===== src/rtl/seq_magnitude_comparator.sv =====
// -----------------------------------------------------------------------------
// seq_magnitude_comparator
//
// Multi-cycle magnitude comparator. It compares a wide operand pair SLICE bits
// per cycle, starting at the least significant slice. A less/equal/greater
// cascade state is carried from one cycle to the next. Because higher slices
// are processed later, they override the verdict of lower slices. An external
// {l,e,g} seed initialises the cascade, so several instances can be chained,
// or the block can follow a parallel comparator stage.
//
// Optional feature macro: COMPARATOR_SIGNED_EN
//   defined   : operands are two's complement. The MSB of each operand is
//               inverted before slicing.
//   undefined : unsigned compare; no inversion logic is built.
//
// Ports
//   clk          rising-edge clock
//   rst_n        asynchronous active-low reset
//   start        compare request, accepted only while ready=1
//   a, b         operands, sampled on the accepting edge
//   l, e, g      cascade seed, sampled on the accepting edge
//   abort        synchronous cancel of an in-flight compare
//   ready        high in IDLE
//   busy         high in RUN
//   done         one-cycle pulse, result valid
//   lt, et, gt   registered one-hot result, held until the next done
//
// States
//   state  | meaning
//   IDLE   | waiting for start, ready=1
//   RUN    | one slice per cycle, LSB first, busy=1
//   DONE   | result just loaded, done=1 for one cycle
// -----------------------------------------------------------------------------
module seq_magnitude_comparator #(
  parameter int WIDTH = 9,
  parameter int SLICE = 3
) (
  input  logic             clk,
  input  logic             rst_n,
  input  logic             start,
  input  logic [WIDTH-1:0] a,
  input  logic [WIDTH-1:0] b,
  input  logic             l,
  input  logic             e,
  input  logic             g,
  input  logic             abort,
  output logic             ready,
  output logic             busy,
  output logic             done,
  output logic             lt,
  output logic             et,
  output logic             gt
);

  localparam int N  = (WIDTH + SLICE - 1) / SLICE;
  localparam int PW = N * SLICE;
  localparam int CW = (N > 1) ? $clog2(N) : 1;
  localparam logic [CW-1:0] LAST = CW'(N - 1);

  localparam logic [1:0] S_IDLE = 2'd0;
  localparam logic [1:0] S_RUN  = 2'd1;
  localparam logic [1:0] S_DONE = 2'd2;

  // cascade encoding {less, equal, greater}
  localparam logic [2:0] C_L = 3'b100;
  localparam logic [2:0] C_E = 3'b010;
  localparam logic [2:0] C_G = 3'b001;

  logic [1:0]       state;
  logic [CW-1:0]    cnt;
  logic [PW-1:0]    a_sh;
  logic [PW-1:0]    b_sh;
  logic [2:0]       cas;
  logic [2:0]       cas_nxt;
  logic [2:0]       seed;
  logic [WIDTH-1:0] a_in;
  logic [WIDTH-1:0] b_in;
  logic [SLICE-1:0] a_s;
  logic [SLICE-1:0] b_s;

`ifdef COMPARATOR_SIGNED_EN
  // Flipping the sign bit maps two's complement onto offset binary. After that,
  // an unsigned slice compare orders the operands correctly.
  localparam logic [WIDTH-1:0] MSB_MASK = WIDTH'(1) << (WIDTH - 1);
  assign a_in = a ^ MSB_MASK;
  assign b_in = b ^ MSB_MASK;
`else
  assign a_in = a;
  assign b_in = b;
`endif

  // Any seed that is not exactly one-hot is treated as "equal".
  always_comb begin
    seed = {l, e, g};
    if (!((seed == C_L) || (seed == C_E) || (seed == C_G))) begin
      seed = C_E;
    end
  end

  // The operands shift right every RUN cycle, so the current slice is always
  // in the low bits of the shift registers.
  assign a_s = a_sh[SLICE-1:0];
  assign b_s = b_sh[SLICE-1:0];

  always_comb begin
    cas_nxt = cas;
    if (a_s > b_s) begin
      cas_nxt = C_G;
    end else if (a_s < b_s) begin
      cas_nxt = C_L;
    end
  end

  assign ready = (state == S_IDLE);
  assign busy  = (state == S_RUN);
  assign done  = (state == S_DONE);

  always_ff @(posedge clk or negedge rst_n) begin
    if (!rst_n) begin
      state <= S_IDLE;
      cnt   <= '0;
      a_sh  <= '0;
      b_sh  <= '0;
      cas   <= C_E;
      lt    <= 1'b0;
      et    <= 1'b0;
      gt    <= 1'b0;
    end else begin
      case (state)
        S_IDLE: begin
          // start wins over a simultaneous abort
          if (start) begin
            a_sh  <= PW'(a_in);
            b_sh  <= PW'(b_in);
            cas   <= seed;
            cnt   <= '0;
            state <= S_RUN;
          end
        end
        S_RUN: begin
          if (abort) begin
            state <= S_IDLE;
            cnt   <= '0;
          end else begin
            cas  <= cas_nxt;
            a_sh <= a_sh >> SLICE;
            b_sh <= b_sh >> SLICE;
            if (cnt == LAST) begin
              state        <= S_DONE;
              cnt          <= '0;
              {lt, et, gt} <= cas_nxt;
            end else begin
              cnt <= cnt + CW'(1);
            end
          end
        end
        S_DONE: begin
          state <= S_IDLE;
        end
        default: begin
          state <= S_IDLE;
          cnt   <= '0;
        end
      endcase
    end
  end

endmodule


===== config.mk =====
export PLATFORM = sky130hd
export DESIGN_NAME = seq_magnitude_comparator
export DESIGN_NICKNAME = d
export VERILOG_FILES = /design/src/rtl/seq_magnitude_comparator.sv
export SDC_FILE = /design/constraint.sdc
export NUM_CORES = 1
export LEC_CHECK = 0
export ABC_AREA = 1
export BUFFER_PORTS_ARGS = -buffer_cell sky130_fd_sc_hd__buf_2
export CORE_MARGIN = 5
export CORE_UTILIZATION = 35
export CTS_BUF_LIST = sky130_fd_sc_hd__clkbuf_16
export CTS_CLUSTER_SIZE = 24
export DETAILED_ROUTE_END_ITERATION = 10
export GPL_TIMING_DRIVEN = 0
export PLACE_DENSITY = 0.69
export SYNTH_ARGS = -nofsm -noshare
export SYNTH_HDL_FRONTEND = slang
export SYNTH_SLANG_ARGS = --single-unit

===== constraint.sdc =====
create_clock -name clk -period 1.34 [get_ports clk]
set_input_delay 0.268 -clock clk [delete_from_list [all_inputs] [get_ports clk]]
set_output_delay 0.268 -clock clk [all_outputs]
set_load 0.05 [all_outputs]

==> run_results.csv, run 1 <==
group,metric,value,unit
status,status,"complete, but fails checks",
status,violations,"setup timing",
clock_tree,cts_buffer_depth,2,
route,viasPerCell,4.79,
synth,syn_area_per_cell,8.25,sq um
synth,syn_inst,168,
setup_path,cp-startpoint,"state[0]",
floorplanning,ios,31,
setup_path,critPathCaptureType,"primary output",
synth,synth-seq-cells,28,
power_and_ir_drop,p_leak,0.964,nW
sta,rsz0062_at_grt,"yes",
setup_path,cp_slowest_stage_delay,0.44,ns
setup_path,crit_fanout,3,
place,dp_cells,245,
power_and_ir_drop,ir_drop,1.03,mV
global_route,grt.total_usage,0.130,
floorplanning,start_util,0.370,
route,routedWlPerCell,13.5,um
setup_path,critPathKind,"reg -> out",
setup_path,start_kind,"register",
floorplanning,fp-row-count,22,
sta,setup_slack,-0.0357,ns
clock_tree,clock_latency,0.26,ns
sta,setup_tns,-0.131,ns
layout,fin_area,1980,sq um
global_route,grt_pass1_vias,1204,
floorplanning,die_w,72.9,um
clock_tree,clkSinkCount,28,
clock_tree,cts-root-buf,"clkbuf_16",
place,postPlaceCellArea,1600,sq um
layout,area_growth,43.1,%
sta,min_period,1.38,ns
floorplanning,fp.dieH,72.9,um
global_route,antenna_found_initial,0,
setup_path,crit_arrival,1.11,ns
place,io_buffers,29,
setup_path,worstReg2RegEnd,"a_sh[2]",
sta,max-slew-margin-rel,0.573,
floorplanning,dieArea,5320,sq um
clock_tree,clkTransAtPathRegs,0.07,ns
place,dp_hpwl,2260,um
setup_path,crit_family,"flip-flops",
layout,antenna_cells,0,
sta,finalHoldViolCount,0,
worst_hold_path,min_path_type,"in -> async",
run,max_cap_violations,0,
global_route,grt_pass1_wl,5360,um
sta,drv_slew,0,
global_route,grt_overflow,0,
synth,synth.distinct_cells,22,
synth,netlist_area,1390,sq um
layout,final_cell_mix,"nand2_1, buf_2, dfrtp_1",
floorplanning,core_area,3740,sq um
place,place_worst_setup_slack,-0.141,ns
route,wl,3480,um
layout,nNetsFinal,239,
route,final_antenna_net_count,0,
clock_tree,cts_tree,"yes",
setup_path,reg2reg_depth,8,
layout,drive_above_1_share,0.390,
sta,clock.fmax,0.727,GHz
clock_tree,ctsHtreeMaxLevel,1,
synth,synth_warnings,0,
setup_path,r2r_slack,-0.03,ns
route,drc,0,
setup_path,crit_slowest_cell,"dfrtp_2",
clock_tree,cts_buffers,3,
sta,period_share,1.03,
layout,final_common_cell,"nand2_1",
setup_path,cp_num_buf_inv,2,
global_route,grt_max_degree,29,
setup_path,timing.rr.start,"state[0]",
place,gp_congestion,0.768,
synth,syn-num-nets,196,
sta,finClkSkew,0.00389,ns
route,drt_iter0_markers,43,
route,num_vias,1235,
layout,fin_cells,258,
setup_path,cp_cell_sequence,"buf_4 > nor2_4 > buf_6",
power_and_ir_drop,p_per_area,2290,nW/um^2
setup_path,required,1.07,ns
route,dr.pass1.iters,4,
synth,yosysSeqAreaShare,0.506,
sta,tightestPinTransition,0.640,ns
sta,finalSetupViolations,9,
cell usage after synthesis, drive strengths merged:
master / n / share of area
nand2: 48 / 0.14
dfrtp: 27 / 0.49
nand3: 11 / 0.040
buf: 5 / 0.035
a31oi: 4 / 0.018
a21oi: 4 / 0.014
dfstp: 1 / 0.019
ha: 3 / 0.027
nor2: 11 / 0.037
o211ai: 7 / 0.038
clkbuf: 1 / 0.0027
o21ai: 21 / 0.079
inv: 25 / 0.068
per-stage QoR:
stage	total power [W]	utilization	hold slack [ns]
after detailed placement	0.00293	0.427	0.328
after CTS	0.00382	0.466	0.0485
after global placement	0.00286	0.427	0.322
after floorplan	0.00253	-	-0.0276
after global routing	0.00487	0.530	0.0850
final	0.00454	0.530	0.0252
what timing repair did:
item,CTS,global route
hold buffers,0,0
gates resized for setup,15,44
setup buffers,3,4
pin swaps,3,7
endpoints found under the setup margin,8,25
gates cloned,0,2
flip-flops by register name, indices dropped and copies added (netlist names):
signal / cells
cnt: 2
a_sh: 9
gt: 1
b_sh: 9
et: 1
lt: 1
cas: 3
state: 2
where the power goes:
group / internal, W / switching, W / total, W
registers: 0.00120 / 0.000193 / 0.00139
logic: 0.00106 / 0.00141 / 0.00246
clock network: 0.000400 / 0.000279 / 0.000679
total: 0.00266 / 0.00188 / 0.00454
worst max-delay path by stage:
stage | to | depth (start not counted)
6_report | done | 3
3_3_place_gp | busy | 4
4_1_cts | b_sh[1] | 7
3_5_place_dp | busy | 4
2_1_floorplan | done | 2
5_1_grt | a_sh[2] | 8
kinds of logic (layout without fill, tap and decap cells):
group           after synthesis  after routing  share of synthesized area
buf+inv                      31             73                      0.106
flops                        28             28                      0.506
compound gates               36             36                      0.149
simple gates                 70             70                      0.212
fa+ha+maj                     3              3                     0.0271
area by class of cell:
type / count / area, sq um
Buffer: 6 / 68.8
Clock buffer: 3 / 75.1
Clock inverter: 1 / 3.75
Fill cell: 365 / 1760
Inverter: 25 / 103
Multi-Input combinational cell: 109 / 712
Sequential cell: 28 / 704
Tap cell: 48 / 60.1
Timing Repair Buffer: 38 / 256
layer usage:
layer / GRT usage / wire length, um / vias up
li1: - / - / 632
met1: 0.163 / 1470 / 582
met2: 0.216 / 1810 / 19
met3: 0.0441 / 177 / 2
met4: 0.0307 / 23 / 0
met5: 0 / 0 / -
(Power assumes the default switching activity.)
==> inputs of run 2 (changes only) <==
--- a/config.mk
+++ b/config.mk
@@ -7,13 +7,16 @@
 export LEC_CHECK = 0
 export ABC_AREA = 1
 export BUFFER_PORTS_ARGS = -buffer_cell sky130_fd_sc_hd__buf_2
+export CELL_PAD_IN_SITES_DETAIL_PLACEMENT = 1
+export CELL_PAD_IN_SITES_GLOBAL_PLACEMENT = 2
 export CORE_MARGIN = 5
-export CORE_UTILIZATION = 35
+export CORE_UTILIZATION = 27
 export CTS_BUF_LIST = sky130_fd_sc_hd__clkbuf_16
 export CTS_CLUSTER_SIZE = 24
 export DETAILED_ROUTE_END_ITERATION = 10
 export GPL_TIMING_DRIVEN = 0
-export PLACE_DENSITY = 0.69
+export PLACE_DENSITY = 0.84
+export SLEW_MARGIN = 25
 export SYNTH_ARGS = -nofsm -noshare
 export SYNTH_HDL_FRONTEND = slang
 export SYNTH_SLANG_ARGS = --single-unit
==> run 2 against run 1 <==
  * The flow still finishes with violations (setup timing)
  * Non-clock buffer count is the same
  * Cell area grew 2.7%
  * Setup slack gained 0.028 ns
==> run_results.csv, run 2 (synthesis gave the netlist of run 1 again) <==
group,metric,value,unit
floorplanning,core_area,5040,sq um
place,place_worst_setup_slack,-0.168,ns
status,violations,"setup timing",
setup_path,cp_cell_sequence,"nor2_4 > buf_6 > buf_8",
layout,fill_cells,593,
layout,multi_input_area,722,sq um
sta,min_period,1.35,ns
setup_path,critPathKind,"reg -> out",
clock_tree,clkSinkCount,28,
global_route,grt_overflow,0,
sta,period_share,1.01,
setup_path,crit_arrival,1.08,ns
layout,drive_above_1_share,0.390,
clock_tree,cts_buffer_depth,2,
route,num_vias,1253,
power_and_ir_drop,ir_drop,1.04,mV
layout,area_growth,46.9,%
place,io_buffers,29,
sta,finalSetupViolations,2,
clock_tree,clkTransAtPathRegs,0.07,ns
run,max_cap_violations,0,
layout,final_util,0.404,
setup_path,r2r_slack,0,ns
sta,finClkSkew,0.00305,ns
sta,max-slew-margin-rel,0.572,
setup_path,required,1.07,ns
sta,clock.fmax,0.742,GHz
setup_path,start_kind,"register",
route,drc,0,
global_route,grt_pass1_wl,5980,um
clock_tree,ctsHtreeMaxLevel,1,
floorplanning,fp-row-count,26,
sta,tightestPinTransition,0.642,ns
global_route,grt_pass1_vias,1316,
power_and_ir_drop,p_per_area,2220,nW/um^2
route,routedWlPerCell,13.8,um
route,drt_iter0_markers,48,
setup_path,cp_slowest_stage_delay,0.45,ns
layout,nNetsFinal,239,
power_and_ir_drop,finalPower,0.00453,W
clock_tree,cts_buffers,3,
worst_hold_path,min_path_type,"in -> async",
power_and_ir_drop,p_leak,0.973,nW
global_route,antenna_found_initial,0,
floorplanning,fp.dieH,81.7,um
floorplanning,die_w,81.7,um
floorplanning,dieArea,6670,sq um
global_route,grt.total_usage,0.117,
route,dr.pass1.iters,4,
route,final_antenna_net_count,0,
setup_path,crit_slowest_cell,"dfrtp_2",
clock_tree,cts-root-buf,"clkbuf_16",
status,status,"complete, but fails checks",
layout,regArea,703,sq um
setup_path,crit_fanout,3,
layout,reg.largest.list,"a_sh (9), b_sh (9), cas (3)",
sta,drv_slew,0,
place,gp_congestion,0.706,
layout,fin_cells,280,
sta,hold_slack,0.0217,ns
floorplanning,start_util,0.275,
place,dp_cells,267,
clock_tree,clock_latency,0.26,ns
route,wl,3880,um
place,dp_hpwl,2590,um
floorplanning,ios,31,
sta,finalHoldViolCount,0,
route,viasPerCell,4.48,
layout,antenna_cells,0,
layout,final_cell_mix,"nand2_1, dfrtp_1, buf_2",
global_route,grt_max_degree,29,
clock_tree,cts_tree,"yes",
layout,final_common_cell,"nand2_1",
sta,setup_slack,-0.00718,ns
sta,rsz0062_at_grt,"yes",
setup_path,critPathCaptureType,"primary output",
==> run 2: changes by cell type in the layout (fill, tap and decap cells not counted), moves of 2 or more <==
cell     change
o21ai_1      -3
a31oi_1      -2
buf_4        -2
a31oi_4      +2
nand2_2      +2
o21ai_0      +3
==> run 2: area by class of cell <==
cell class                 instances  area share
timing repair buffer              38       0.136
inverter                          25      0.0485
multi-input combinational        109       0.354
clock inverter                     1     0.00184
buffer                             6      0.0338
tap                               70      0.0430
sequential                        28       0.345
clock buffer                       3      0.0369
==> run 2: final timing paths <==
| check | cells past startpoint | to | start |
|---|---|---|---|
| min in group clk | 3 | b_sh[6] | b[6] |
| min | 1 | b_sh[4] | rst_n |
| min reg2reg | 2 | lt | lt |
| max | 3 | busy | state[1] |
| max in group asynchronous | 1 | state[1] | rst_n |
| max reg2reg | 7 | a_sh[5] | state[1] |
==> run 2: stage by stage <==
step | setup TNS (ns) | instance area [sq um]
2_1_floorplan | -0.941 | 1390
4_1_cts | -0.0289 | 1820
6_report | -0.00825 | 2040
5_1_grt | -0.855 | 2040
3_5_place_dp | -0.352 | 1630
3_3_place_gp | -0.228 | 1630
==> run 2: layer usage <==
layer	vias to the layer above	global-route usage	part of all wire
met5	-	0	0
met1	610	0.141	0.42
met3	2	0.0285	0.033
li1	623	-	-
met2	18	0.212	0.54
met4	0	0.0199	0.0036
==> run 2: power breakdown <==
group	internal (W)	switching, W	total [W]
clock	0.000400	0.000281	0.000681
combinational	0.00105	0.00141	0.00246
sequential	0.00120	0.000186	0.00138
==> run 2: critical path, delay by kind of cell, from the launching register on <==
family	cells	cell delay, ns
AND/OR/NAND/NOR	1	0.12
flip-flops	1	0.45
buffers and inverters	2	0.25
==> run 2: repair_timing <==
action                     CTS  global route
hold buffers                 0             0
cloned                       0             2
gates resized for setup     21            30
pin swaps                    2             7
buffers inserted             4             3
setup endpoints to repair   13            26
==> inputs of run 3 (changes only) <==
--- a/config.mk
+++ b/config.mk
@@ -5,17 +5,18 @@
 export SDC_FILE = /design/constraint.sdc
 export NUM_CORES = 1
 export LEC_CHECK = 0
-export ABC_AREA = 1
+export ABC_AREA = 0
 export BUFFER_PORTS_ARGS = -buffer_cell sky130_fd_sc_hd__buf_2
 export CELL_PAD_IN_SITES_DETAIL_PLACEMENT = 1
 export CELL_PAD_IN_SITES_GLOBAL_PLACEMENT = 2
 export CORE_MARGIN = 5
-export CORE_UTILIZATION = 27
+export CORE_UTILIZATION = 31
 export CTS_BUF_LIST = sky130_fd_sc_hd__clkbuf_16
 export CTS_CLUSTER_SIZE = 24
 export DETAILED_ROUTE_END_ITERATION = 10
 export GPL_TIMING_DRIVEN = 0
-export PLACE_DENSITY = 0.84
+export PLACE_DENSITY = 0.71
+export SKIP_LAST_GASP = 1
 export SLEW_MARGIN = 25
 export SYNTH_ARGS = -nofsm -noshare
 export SYNTH_HDL_FRONTEND = slang
==> run 3 against run 2 <==
  * The run still ends with setup timing left
  * Cell area fell by 0.80%
  * Power decreased by 4.0%
  * Area after synthesis stayed put
  * Maximum frequency fell by 13%
  * Non-clock buffer count is 3 higher
  * Core utilization up 6.0 points
  * Die area decreased by 11%
==> run_results.csv, run 3 <==
group,metric,value,unit
synth,yosys-top-cells-area,"dfrtp_1, mux2_2, a22o_1, mux2i_1, mux2_1",
place,io_buffers,30,
route,final_antenna_net_count,0,
clock_tree,clkTransAtPathRegs,0.07,ns
sta,finalSetupViolations,20,
route,viasPerCell,5.06,
layout,antenna_cells,0,
place,dp_hpwl,2500,um
setup_path,crit_fanout,6,
clock_tree,ctsHtreeMaxLevel,1,
synth,syn_area_per_cell,12.7,sq um
synth,synth-seq-cells,28,
layout,final_common_cell,"buf_2",
setup_path,critPathCaptureType,"primary output",
clock_tree,clock_latency,0.27,ns
status,status,"complete, but fails checks",
floorplanning,ios,31,
floorplanning,die_w,76.9,um
floorplanning,fp.dieH,76.9,um
setup_path,cp_num_buf_inv,3,
layout,final_cell_mix,"buf_2, dfrtp_1, mux2_2",
setup_path,cp_cell_sequence,"nand2b_4 > inv_8 > buf_12 > buf_12",
sta,setup_slack,-0.201,ns
synth,async_reset_ff_frac,1.00,
synth,synth_warnings,0,
layout,reg.largest.list,"a_sh (9), b_sh (9), cas (3)",
sta,finalHoldViolCount,0,
power_and_ir_drop,finalPower,0.00435,W
sta,tightestPinTransition,0.660,ns
global_route,grt_overflow,0,
layout,drive_above_1_share,0.583,
clock_tree,cts_buffers,3,
clock_tree,clkSinkCount,28,
route,dr.pass1.iters,3,
floorplanning,core_area,4350,sq um
global_route,grt.total_usage,0.133,
sta,period_share,1.15,
run,max_cap_violations,0,
power_and_ir_drop,power_switching,0.00145,W
global_route,grt_pass1_wl,6160,um
setup_path,crit_family,"flip-flops",
place,postPlaceCellArea,1710,sq um
sta,min_period,1.54,ns
sta,setup_tns,-2.97,ns
power_and_ir_drop,p_clk_frac,0.207,
setup_path,r2r_slack,-0.20,ns
setup_path,critPathKind,"reg -> out",
synth,synth_commonest_cells,"dfrtp_1, mux2_2, a22o_1",
power_and_ir_drop,p_leak,0.944,nW
power_and_ir_drop,switching_share,0.335,
route,num_vias,1052,
setup_path,path_common_cell,"buf_12",
setup_path,timing.rr.start,"state[1]",
route,drt_iter0_markers,52,
clock_tree,cts-root-buf,"clkbuf_16",
synth,synth_edf_count,0,
sta,rsz0062_at_grt,"yes",
synth,yosysSeqAreaShare,0.506,
global_route,antenna_found_initial,0,
sta,max-slew-margin-rel,0.560,
power_and_ir_drop,p_per_area,2150,nW/um^2
floorplanning,start_util,0.318,
setup_path,crit_arrival,1.27,ns
setup_path,worstReg2RegEnd,"a_sh[2]",
floorplanning,dieArea,5910,sq um
clock_tree,cts_hold_buf,0,
floorplanning,fp-row-count,24,
power_and_ir_drop,ir_drop,0.691,mV
power_and_ir_drop,p_comb_frac,0.476,
layout,nNetsFinal,185,
route,drc,0,
place,gp_congestion,0.701,
clock_tree,cts_tree,"yes",
power_and_ir_drop,intPower,0.00289,W
synth,syn-num-nets,137,
setup_path,required,1.07,ns
global_route,grt_pass1_vias,1196,
synth,synth_most_common_cell,"dfrtp_1",
synth,syn_inst,109,
synth,synth.distinct_cells,35,
setup_path,crit_slowest_cell,"dfrtp_2",
layout,fin_area,2020,sq um
synth,yosysTopAreaCell,"dfrtp_1",
global_route,grt_max_degree,29,
clock_tree,cts_buffer_depth,2,
sta,drv_slew,0,
synth,netlist_area,1390,sq um
layout,final_util,0.464,
sta,clock.fmax,0.649,GHz
setup_path,start_kind,"register",
route,wl,3650,um
worst_hold_path,min_path_type,"in -> async",
synth,ys.flop_type,"dfrtp_1",
layout,area_growth,45.8,%
route,routedWlPerCell,17.5,um
synth,yosysTopAreaCellShare,0.487,
setup_path,crit_cells,4,
place,place_worst_setup_slack,-0.338,ns
sta,finClkSkew,0.00602,ns
power_and_ir_drop,pwr-share-seq,0.317,
setup_path,reg2reg_depth,5,
setup_path,cp_slowest_stage_delay,0.44,ns
status,violations,"setup timing",
==> run 3: cell count changes after synthesis, sizes merged, moves of 7 or more <==
cell / previous run / this run
inv: 25 / 7
o211ai: 7 / 0
a22o: 0 / 8
mux2: 0 / 22
nand2: 48 / 0
o21ai: 21 / 0
nor2: 11 / 3
nand3: 11 / 0
==> run 3: final cells by class <==
| class | count | area, sq um |
|---|---|---|
| fill | 447 | 2330 |
| multi-input combinational | 70 | 756 |
| sequential | 28 | 704 |
| timing repair buffer | 45 | 322 |
| clock buffer | 3 | 75.1 |
| tap | 52 | 65.1 |
| buffer | 2 | 35.0 |
| inverter | 7 | 33.8 |
| clock inverter | 1 | 30.0 |
==> run 3: timing repair <==
action / 4_1_cts / 5_1_grt
pin swaps: 5 / 1
cloned: 1 / 0
gates resized for setup: 23 / 0
endpoints found under the setup margin: 27 / 27
setup buffers: 13 / 1
==> run 3: kinds of logic after synthesis <==
kind of cell | after synthesis | share of synthesized area
multiplexers | 28 | 0.222
flip-flops | 28 | 0.506
AO/OA/AOI/OAI | 22 | 0.124
AND/OR/NAND/NOR | 16 | 0.0758
buffers and inverters | 11 | 0.0388
adder cells (fa/ha/maj) | 3 | 0.0271
XOR/XNOR | 1 | 0.00632
==> run 3: how the worst max path moves through the flow <==
stage / start / end / slack (ns)
detailed placement: state[0] / b_sh[4] / -0.34
global placement: state[0] / b_sh[4] / -0.30
CTS: state[0] / cas[1] / -0.20
floorplan: state[1] / a_sh[1] / -0.26
global route: state[0] / cas[1] / -0.25
finish: state[1] / busy / -0.20
==> run 3: metrics by stage <==
stage | instances | hold WS [ns]
floorplan | 109 | -0.0276
global placement | 191 | 0.329
detailed placement | 191 | 0.331
CTS | 207 | 0.0456
global route | 208 | 0.0747
finish | 208 | 0.0236
==> run 3: power by group through the flow <==
stage	logic (W)	clock network, W	registers (W)
detailed placement	0.00175	0	0.00140
CTS	0.00208	0.000919	0.00138
floorplan	0.00129	0	0.00146
finish	0.00207	0.000900	0.00138
global placement	0.00171	0	0.00138
global route	0.00225	0.000962	0.00143
==> run 3: routing by layer <==
metal	GRT usage	share of wire
met3	0.0304	0.028
met2	0.216	0.50
met4	0.0524	0.018
met5	0	0
met1	0.170	0.45
